[config.mk]
export PLATFORM = sky130hd
export DESIGN_NAME = pic_cw_sequencer_flat
export DESIGN_NICKNAME = d
export VERILOG_FILES = /design/src/rtl/pic_cw_sequencer_if.sv /design/src/rtl/pic_cw_sequencer.sv /design/src/flat_wrapper.sv
export SDC_FILE = /design/constraint.sdc
export NUM_CORES = 1
export LEC_CHECK = 0
export CELL_PAD_IN_SITES_DETAIL_PLACEMENT = 1
export CELL_PAD_IN_SITES_GLOBAL_PLACEMENT = 2
export CORE_UTILIZATION = 30
export CTS_CLUSTER_DIAMETER = 60
export DETAILED_ROUTE_END_ITERATION = 8
export PLACE_DENSITY = 0.77
export SYNTH_ARGS = -nofsm -noshare
export SYNTH_HDL_FRONTEND = slang
export SYNTH_SLANG_ARGS = --single-unit
[constraint.sdc]
create_clock -name clk -period 1.8 [get_ports clk]
set_input_delay 0.27 -clock clk [delete_from_list [all_inputs] [get_ports clk]]
set_output_delay 0.27 -clock clk [all_outputs]
set_load 0.03 [all_outputs]
[src/rtl/pic_cw_sequencer_if.sv]
// Handshake and PIC bus bundle for pic_cw_sequencer.
// Byte-wide fields use ascending ranges: index n carries PIC data bit Dn.
interface pic_cw_sequencer_if;
    logic       start;
    logic       single_mode;
    logic       level_trigger;
    logic       icw4_needed;
    logic       aeoi;
    logic [0:4] vector_base;
    logic [0:7] cascade_byte;
    logic [0:7] init_imr;
    logic       ocw_req;
    logic [0:1] ocw_sel;
    logic [0:7] ocw_data;
    logic       ocw_ack;
    logic       ocw_err;
    logic       cs_neg;
    logic       wr_neg;
    logic       a0;
    logic [0:7] data_bus_buffer;
    logic       busy;
    logic       init_done;

    modport master (
        output start, single_mode, level_trigger, icw4_needed, aeoi, vector_base,
               cascade_byte, init_imr, ocw_req, ocw_sel, ocw_data,
        input  ocw_ack, ocw_err, cs_neg, wr_neg, a0, data_bus_buffer, busy, init_done
    );

    modport slave (
        input  start, single_mode, level_trigger, icw4_needed, aeoi, vector_base,
               cascade_byte, init_imr, ocw_req, ocw_sel, ocw_data,
        output ocw_ack, ocw_err, cs_neg, wr_neg, a0, data_bus_buffer, busy, init_done
    );
endinterface

[src/rtl/pic_cw_sequencer.sv]
// 8259-style ICW/OCW write sequencer driving cs_neg/wr_neg/a0/data.
// Optional PIC_CW_AUTO_OCW1_EN appends an OCW1 (init_imr) write to the ICW sequence.
module pic_cw_sequencer #(
    parameter int unsigned WR_PULSE = 2
) (
    input  logic               clk,
    input  logic               rst,
    pic_cw_sequencer_if.slave  bus
);
    localparam int unsigned CNT_W  = 4;
    localparam int unsigned BYTE_W = 8;
    localparam int unsigned VEC_W  = 5;

    typedef enum logic [2:0] {IDLE, SETUP, STROBE, HOLD, GAP} bus_state_t;
    typedef enum logic [2:0] {
        ICW1, ICW2, ICW3, ICW4,
`ifdef PIC_CW_AUTO_OCW1_EN
        AOCW1,
`endif
        OCW
    } word_t;

    bus_state_t         state_q;
    word_t              word_q;
    word_t              next_word_c;
    logic               last_word_c;
    logic [CNT_W-1:0]   pulse_cnt_q;
    logic               single_q, icw4_q, aeoi_q;
    logic [VEC_W-1:0]   vec_q;
    logic [BYTE_W-1:0]  casc_q;
    logic               cs_neg_q, wr_neg_q, a0_q, busy_q, init_done_q;
    logic               ocw_ack_q, ocw_err_q, ocw_req_q;
    logic [BYTE_W-1:0]  data_q;
    logic [VEC_W-1:0]   vec_in_c;
    logic [BYTE_W-1:0]  casc_in_c, ocw_data_in_c, icw1_data_c, ocw_byte_c, nxt_data_c;
    logic               ocw_a0_c, nxt_a0_c;
    logic               start_acc_c, ocw_sel_ok_c, ocw_acc_c, ocw_rise_c, ocw_rej_c;
`ifdef PIC_CW_AUTO_OCW1_EN
    logic [BYTE_W-1:0]  imr_q, imr_in_c;
`endif

    // Reorder ascending-range ports into Dn-indexed internal vectors
    always_comb begin
        vec_in_c      = '0;
        casc_in_c     = '0;
        ocw_data_in_c = '0;
`ifdef PIC_CW_AUTO_OCW1_EN
        imr_in_c      = '0;
`endif
        for (int i = 0; i < int'(VEC_W); i++) vec_in_c[i] = bus.vector_base[i];
        for (int i = 0; i < int'(BYTE_W); i++) begin
            casc_in_c[i]     = bus.cascade_byte[i];
            ocw_data_in_c[i] = bus.ocw_data[i];
`ifdef PIC_CW_AUTO_OCW1_EN
            imr_in_c[i]      = bus.init_imr[i];
`endif
        end
    end

    always_comb begin
        icw1_data_c = {3'b000, 1'b1, bus.level_trigger, 1'b0, bus.single_mode, bus.icw4_needed};
        ocw_a0_c    = 1'b0;
        ocw_byte_c  = ocw_data_in_c;
        case (bus.ocw_sel)
            2'd1:    ocw_a0_c   = 1'b1;
            2'd2:    ocw_byte_c = ocw_data_in_c & 8'hE7;
            2'd3:    ocw_byte_c = (ocw_data_in_c & 8'h6F) | 8'h08;
            default: ;
        endcase
    end

    // Word sequencing: optional ICW3/ICW4 skipped according to captured mode bits
    always_comb begin
        next_word_c = word_q;
        last_word_c = 1'b1;
        nxt_a0_c    = 1'b0;
        nxt_data_c  = '0;
        case (word_q)
            ICW1: begin next_word_c = ICW2; last_word_c = 1'b0; end
            ICW2: begin
                if (!single_q) begin
                    next_word_c = ICW3; last_word_c = 1'b0;
                end else if (icw4_q) begin
                    next_word_c = ICW4; last_word_c = 1'b0;
                end
`ifdef PIC_CW_AUTO_OCW1_EN
                else begin
                    next_word_c = AOCW1; last_word_c = 1'b0;
                end
`endif
            end
            ICW3: begin
                if (icw4_q) begin
                    next_word_c = ICW4; last_word_c = 1'b0;
                end
`ifdef PIC_CW_AUTO_OCW1_EN
                else begin
                    next_word_c = AOCW1; last_word_c = 1'b0;
                end
`endif
            end
            ICW4: begin
`ifdef PIC_CW_AUTO_OCW1_EN
                next_word_c = AOCW1; last_word_c = 1'b0;
`endif
            end
            default: ;
        endcase
        case (next_word_c)
            ICW2:    begin nxt_a0_c = 1'b1; nxt_data_c = {vec_q, 3'b000}; end
            ICW3:    begin nxt_a0_c = 1'b1; nxt_data_c = casc_q; end
            ICW4:    begin nxt_a0_c = 1'b1; nxt_data_c = {6'b000000, aeoi_q, 1'b1}; end
`ifdef PIC_CW_AUTO_OCW1_EN
            AOCW1:   begin nxt_a0_c = 1'b1; nxt_data_c = imr_q; end
`endif
            default: ;
        endcase
    end

    assign start_acc_c  = (state_q == IDLE) && bus.start;
    assign ocw_sel_ok_c = (bus.ocw_sel != 2'd0);
    assign ocw_acc_c    = (state_q == IDLE) && !bus.start && bus.ocw_req && init_done_q && ocw_sel_ok_c;
    assign ocw_rise_c   = bus.ocw_req && !ocw_req_q;
    // A new request that cannot be served (not initialised, bad select, or pre-empted by start)
    assign ocw_rej_c    = ocw_rise_c && !ocw_acc_c && (start_acc_c || !init_done_q || !ocw_sel_ok_c);

    always_ff @(posedge clk or posedge rst) begin
        if (rst) begin
            state_q     <= IDLE;
            word_q      <= ICW1;
            pulse_cnt_q <= '0;
            single_q    <= 1'b0;
            icw4_q      <= 1'b0;
            aeoi_q      <= 1'b0;
            vec_q       <= '0;
            casc_q      <= '0;
`ifdef PIC_CW_AUTO_OCW1_EN
            imr_q       <= '0;
`endif
            cs_neg_q    <= 1'b1;
            wr_neg_q    <= 1'b1;
            a0_q        <= 1'b0;
            data_q      <= '0;
            busy_q      <= 1'b0;
            init_done_q <= 1'b0;
            ocw_ack_q   <= 1'b0;
            ocw_err_q   <= 1'b0;
            ocw_req_q   <= 1'b0;
        end else begin
            ocw_ack_q <= 1'b0;
            ocw_err_q <= ocw_rej_c;
            ocw_req_q <= bus.ocw_req;
            case (state_q)
                IDLE: begin
                    if (start_acc_c) begin
                        single_q    <= bus.single_mode;
                        icw4_q      <= bus.icw4_needed;
                        aeoi_q      <= bus.aeoi;
                        vec_q       <= vec_in_c;
                        casc_q      <= casc_in_c;
`ifdef PIC_CW_AUTO_OCW1_EN
                        imr_q       <= imr_in_c;
`endif
                        word_q      <= ICW1;
                        a0_q        <= 1'b0;
                        data_q      <= icw1_data_c;
                        cs_neg_q    <= 1'b0;
                        busy_q      <= 1'b1;
                        init_done_q <= 1'b0;
                        state_q     <= SETUP;
                    end else if (ocw_acc_c) begin
                        word_q   <= OCW;
                        a0_q     <= ocw_a0_c;
                        data_q   <= ocw_byte_c;
                        cs_neg_q <= 1'b0;
                        busy_q   <= 1'b1;
                        state_q  <= SETUP;
                    end
                end
                SETUP: begin
                    wr_neg_q    <= 1'b0;
                    pulse_cnt_q <= CNT_W'(WR_PULSE - 1);
                    state_q     <= STROBE;
                end
                STROBE: begin
                    if (pulse_cnt_q == '0) begin
                        wr_neg_q <= 1'b1;
                        state_q  <= HOLD;
                    end else begin
                        pulse_cnt_q <= pulse_cnt_q - CNT_W'(1);
                    end
                end
                HOLD: begin
                    cs_neg_q <= 1'b1;
                    a0_q     <= 1'b0;
                    data_q   <= '0;
                    state_q  <= GAP;
                end
                GAP: begin
                    if (!last_word_c) begin
                        word_q   <= next_word_c;
                        a0_q     <= nxt_a0_c;
                        data_q   <= nxt_data_c;
                        cs_neg_q <= 1'b0;
                        state_q  <= SETUP;
                    end else begin
                        busy_q  <= 1'b0;
                        state_q <= IDLE;
                        if (word_q == OCW) ocw_ack_q   <= 1'b1;
                        else               init_done_q <= 1'b1;
                    end
                end
                default: state_q <= IDLE;
            endcase
        end
    end

    always_comb begin
        for (int i = 0; i < int'(BYTE_W); i++) bus.data_bus_buffer[i] = data_q[i];
    end

    assign bus.cs_neg    = cs_neg_q;
    assign bus.wr_neg    = wr_neg_q;
    assign bus.a0        = a0_q;
    assign bus.busy      = busy_q;
    assign bus.init_done = init_done_q;
    assign bus.ocw_ack   = ocw_ack_q;
    assign bus.ocw_err   = ocw_err_q;
endmodule

[src/flat_wrapper.sv]
// flat-port wrapper written by rule: the top's interface ports become plain ports
module pic_cw_sequencer_flat 
#(
    parameter int unsigned WR_PULSE = 2
)
  (clk, rst, bus_start, bus_single_mode, bus_level_trigger, bus_icw4_needed, bus_aeoi, bus_vector_base, bus_cascade_byte, bus_init_imr, bus_ocw_req, bus_ocw_sel, bus_ocw_data, bus_ocw_ack, bus_ocw_err, bus_cs_neg, bus_wr_neg, bus_a0, bus_data_bus_buffer, bus_busy, bus_init_done);
  pic_cw_sequencer_if bus_i ();
  input  logic clk;
  input  logic rst;
  input wire logic [$bits(bus_i.start)-1:0] bus_start;
  input wire logic [$bits(bus_i.single_mode)-1:0] bus_single_mode;
  input wire logic [$bits(bus_i.level_trigger)-1:0] bus_level_trigger;
  input wire logic [$bits(bus_i.icw4_needed)-1:0] bus_icw4_needed;
  input wire logic [$bits(bus_i.aeoi)-1:0] bus_aeoi;
  input wire logic [$bits(bus_i.vector_base)-1:0] bus_vector_base;
  input wire logic [$bits(bus_i.cascade_byte)-1:0] bus_cascade_byte;
  input wire logic [$bits(bus_i.init_imr)-1:0] bus_init_imr;
  input wire logic [$bits(bus_i.ocw_req)-1:0] bus_ocw_req;
  input wire logic [$bits(bus_i.ocw_sel)-1:0] bus_ocw_sel;
  input wire logic [$bits(bus_i.ocw_data)-1:0] bus_ocw_data;
  output wire logic [$bits(bus_i.ocw_ack)-1:0] bus_ocw_ack;
  output wire logic [$bits(bus_i.ocw_err)-1:0] bus_ocw_err;
  output wire logic [$bits(bus_i.cs_neg)-1:0] bus_cs_neg;
  output wire logic [$bits(bus_i.wr_neg)-1:0] bus_wr_neg;
  output wire logic [$bits(bus_i.a0)-1:0] bus_a0;
  output wire logic [$bits(bus_i.data_bus_buffer)-1:0] bus_data_bus_buffer;
  output wire logic [$bits(bus_i.busy)-1:0] bus_busy;
  output wire logic [$bits(bus_i.init_done)-1:0] bus_init_done;
  assign bus_i.start = bus_start;
  assign bus_i.single_mode = bus_single_mode;
  assign bus_i.level_trigger = bus_level_trigger;
  assign bus_i.icw4_needed = bus_icw4_needed;
  assign bus_i.aeoi = bus_aeoi;
  assign bus_i.vector_base = bus_vector_base;
  assign bus_i.cascade_byte = bus_cascade_byte;
  assign bus_i.init_imr = bus_init_imr;
  assign bus_i.ocw_req = bus_ocw_req;
  assign bus_i.ocw_sel = bus_ocw_sel;
  assign bus_i.ocw_data = bus_ocw_data;
  assign bus_ocw_ack = bus_i.ocw_ack;
  assign bus_ocw_err = bus_i.ocw_err;
  assign bus_cs_neg = bus_i.cs_neg;
  assign bus_wr_neg = bus_i.wr_neg;
  assign bus_a0 = bus_i.a0;
  assign bus_data_bus_buffer = bus_i.data_bus_buffer;
  assign bus_busy = bus_i.busy;
  assign bus_init_done = bus_i.init_done;
  pic_cw_sequencer #(.WR_PULSE(WR_PULSE)) u_core (.clk(clk), .rst(rst), .bus(bus_i));
endmodule
==> results.md <==
- Status: finished, final reports clean
- Leakage power: 1.241 nW
- Int Power: 0.003018 W
- GR Util All Layers: 0.1757
- Worst Path Arrival: 1430 ps
- Hold Path Class: in -> async
- Clk buf depth: 2
- Syn nets: 255
- Drt first pass iters: 4
- Clock power share: 0.123
- Final setup violation count: 0
- Reg-to-Reg End: u_core.data_q[1]
- Setup slack at placement: -39.14 ps
- Yosys top cell area share: 0.4638
- Vias: 1847
- Initial antenna violation count: 0
- Largest net degree at the start of global routing: 26
- CP endpoint kind: output port
- Area of the multi-input gates: roughly 1000 um^2
- Vias in the first global route: 1931
- Global-route wire length before repair: approximately 10 mm
- Seq/Total Area, Yosys: 0.4881
- Synthesized instance count: around 210
- Sw Ratio: 0.4275
- Area contributors post-synth: dfrtp_1, mux2_2, nor2_1
- Clock Latency Late Sink: approximately 310 ps
- GRT Residual Overflow: 0
- Total wire length: 5.902 mm
- Comb power frac: 0.547
- Smallest setup slack after layout: 95.61 ps
- CP Class: reg -> out
- Cell family with most CP delay: buffers and inverters
- Initial Util: 0.3142
- Synth-to-layout area growth: 37.74%
- NetSw: around 0.0023 W
- CP Max Fanout: 4
- Max frequency: between 0.5 and 0.6 GHz
- Post-DR wirelength/cell: 15.61 um
- Nets: 322
- Mapped cell area: 0.002158 mm^2
- RR Startpoint: u_core.state_q[1]
- Fillers: 800
- Hpwl dp: between 4 and 5 mm
- CP Cell Sequence: clkdlybuf4s50_1
- Pwr/cell area: 1773 mW/mm^2
- Post-DRT Antenna Nets: 0
- Die span in y: between 80 and 90 um
- Clk root buf: clkbuf_8
- Slew Limit Fails: 0
- Worst path bufs/invs: 1
- Area leader, netlist: dfrtp_1
- Reg2reg setup slack: 160 ps
- Req. time, crit path: 1530 ps
- Post-synthesis average cell area: 10.09 um^2
- Clock sink total: between 40 and 50
- CTS tree: done
- Reg2reg path depth: 6
- Netlist cell types: 46
- Sequential Power Share: 0.330
- Hold slack: 107.3 ps
- Reg clk slew, reported paths: ~90 ps
- Initial DRC Count: 78
- Ys async rst share: 1.000
- N_diodes: 0
- IO Count: between 50 and 60
- Yosys reg bits: 42
- Total negative slack: 0 ps
- Syn. warnings: 0
- Maxcap violations: 0
- Fin. Hold Viols: 0
- Max Clock Skew: 5.192 ps
- Slew headroom: 0.6340
- Critical path's slowest cell: clkdlybuf4s50_1
- Post-synth EDFFs: 0
- Main synth FF type: dfrtp_1
- Unrepaired setup endpoints after global routing: false
- Routed vias/inst: just under 5
- Final GP Congestion: 0.7282
- Fin crit period: 1704 ps
- DR DRC count: 0
- Die ar.: approximately 0.0075 mm^2
- Worst VDD drop: 0.5460 mV
- # rows: 30
- Die W: between 80 and 90 um
- Register area: 0.001054 mm^2
- Worst slew pin tran: 545.3 ps
- H-tree Lvls: 2
- CP Launch Type: flop
- TritonCTS Buffers: 5
- # port buffers: 45
- Crit path largest cell delay: 700 ps
- Share of layout cells above drive strength 1: 0.2199
- Core Box Area: 0.006869 mm^2
- Tcrit/Tclk final: 0.9469
synthesized netlist by cell type (2+ instances only):
cell	number
a21oi_1	14
a22oi_1	3
a32oi_1	5
clkbuf_1	4
nor2_1	31
buf_4	3
a31oi_1	4
a32o_1	4
a41oi_1	2
dfstp_2	2
inv_1	9
nand2_1	12
o22a_1	2
nor3b_1	3
nor3_1	6
buf_2	3
o211ai_1	3
mux2_2	15
a21oi_2	2
ha_1	2
dfrtp_1	40
buf_6	2
o21ai_0	16
o21ai_1	2
nor2b_1	4
worst max-delay path by stage:
stage                               from                to  slack [ps]  depth (start not counted)
detailed placement             bus_start  u_core.casc_q[4]         -40                          5
floorplan              u_core.state_q[0]  u_core.casc_q[0]         180                          6
global route        u_core.bus.init_done     bus_init_done          40                          1
CTS                    u_core.bus.wr_neg        bus_wr_neg           4                          1
finish              u_core.bus.init_done     bus_init_done         100                          1
global placement          bus_ocw_sel[0]  u_core.word_q[0]         -20                          5
sequential cells by signal, indices dropped and copies added (netlist names):
register,flops
u_core.aeoi_q,1
u_core.bus.a0,1
u_core.bus.busy,1
u_core.bus.cs_neg,1
u_core.bus.init_done,1
u_core.bus.ocw_ack,1
u_core.bus.ocw_err,1
u_core.bus.wr_neg,1
u_core.casc_q,8
u_core.data_q,8
u_core.icw4_q,1
u_core.ocw_req_q,1
u_core.pulse_cnt_q,4
u_core.single_q,1
u_core.state_q,3
u_core.vec_q,5
u_core.word_q,3
worst reg2reg max path: cells and delay by family, from the launching register on:
family	cells	cell delay [ps]
buf+inv	2	390
simple gates	1	50
xor+xnor	1	170
flops	1	510
compound gates	2	430
cell families (layout without fill, tap and decap cells):
logic type | count (synthesis) | after routing | share of synthesized area
AOI/OAI and AO/OA | 64 | 64 | 0.2110
xor gates and xnor gates | 1 | 1 | 0.004059
adders and majority gates | 2 | 2 | 0.01159
buffers and inverters | 21 | 89 | 0.05043
DFF | 42 | 42 | 0.4881
muxes | 16 | 16 | 0.08290
and+or+nand+nor | 68 | 68 | 0.1519
what timing repair did:
| action | CTS | global route |
|---|---|---|
| endpoints found under the setup margin | 1 | 1 |
| resized for setup | 1 | 1 |
| pin swaps | 0 | 0 |
| buffers inserted | 0 | 0 |
| hold buffers | 0 | 0 |
layout by cell type, fill, tap and decap left out, types with 2 or more instances in the layout:
cell type / n
inv_1: 9
o211ai_1: 3
ha_1: 2
a21oi_1: 14
a21oi_2: 2
nor2_1: 31
buf_4: 25
clkdlybuf4s50_1: 43
o21ai_0: 16
buf_12: 2
o21ai_1: 2
mux2_2: 15
dfrtp_1: 40
a22oi_1: 3
dfstp_2: 2
nand2_1: 12
a41oi_1: 2
nor2b_1: 4
a31oi_1: 4
clkbuf_8: 5
o22a_1: 2
nor3_1: 6
nor3b_1: 3
a32o_1: 4
a32oi_1: 5
layer usage:
layer	track usage	wire length [um]	vias up
li1	-	-	899
met1	0.2300	2870	916
met2	0.2856	2810	28
met3	0.03714	151	4
met4	0.06364	70	0
met5	0	0	-
area by class of cell:
| class | instances | area share |
|---|---|---|
| Clock buffer | 5 | 0.02315 |
| Clock inverter | 3 | 0.007155 |
| Inverter | 9 | 0.01136 |
| Multi-Input combinational cell | 151 | 0.3350 |
| Sequential cell | 42 | 0.3544 |
| Tap cell | 96 | 0.04040 |
| Timing Repair Buffer | 72 | 0.2285 |
metrics by stage:
step,std cells,cell area [um^2],total power [W],utilization
after floorplan,214,2158,0.003546,-
after CTS,378,2970,0.005324,0.4324
after detailed placement,370,2882,0.004674,0.4195
final,378,2973,0.005272,0.4328
after global routing,378,2973,0.005667,0.4328
after global placement,370,2882,0.004579,0.4195
power by group through the flow:
stage / registers (W) / logic, W / clock network (W)
finish: 0.00174 / 0.00288 / 0.000648
global route: 0.00182 / 0.00315 / 0.000702
CTS: 0.00175 / 0.00291 / 0.000668
detailed placement: 0.00177 / 0.00291 / 0
global placement: 0.00175 / 0.00283 / 0
floorplan: 0.00192 / 0.00163 / 0
Note: power is estimated with default switching activity, not from simulation.
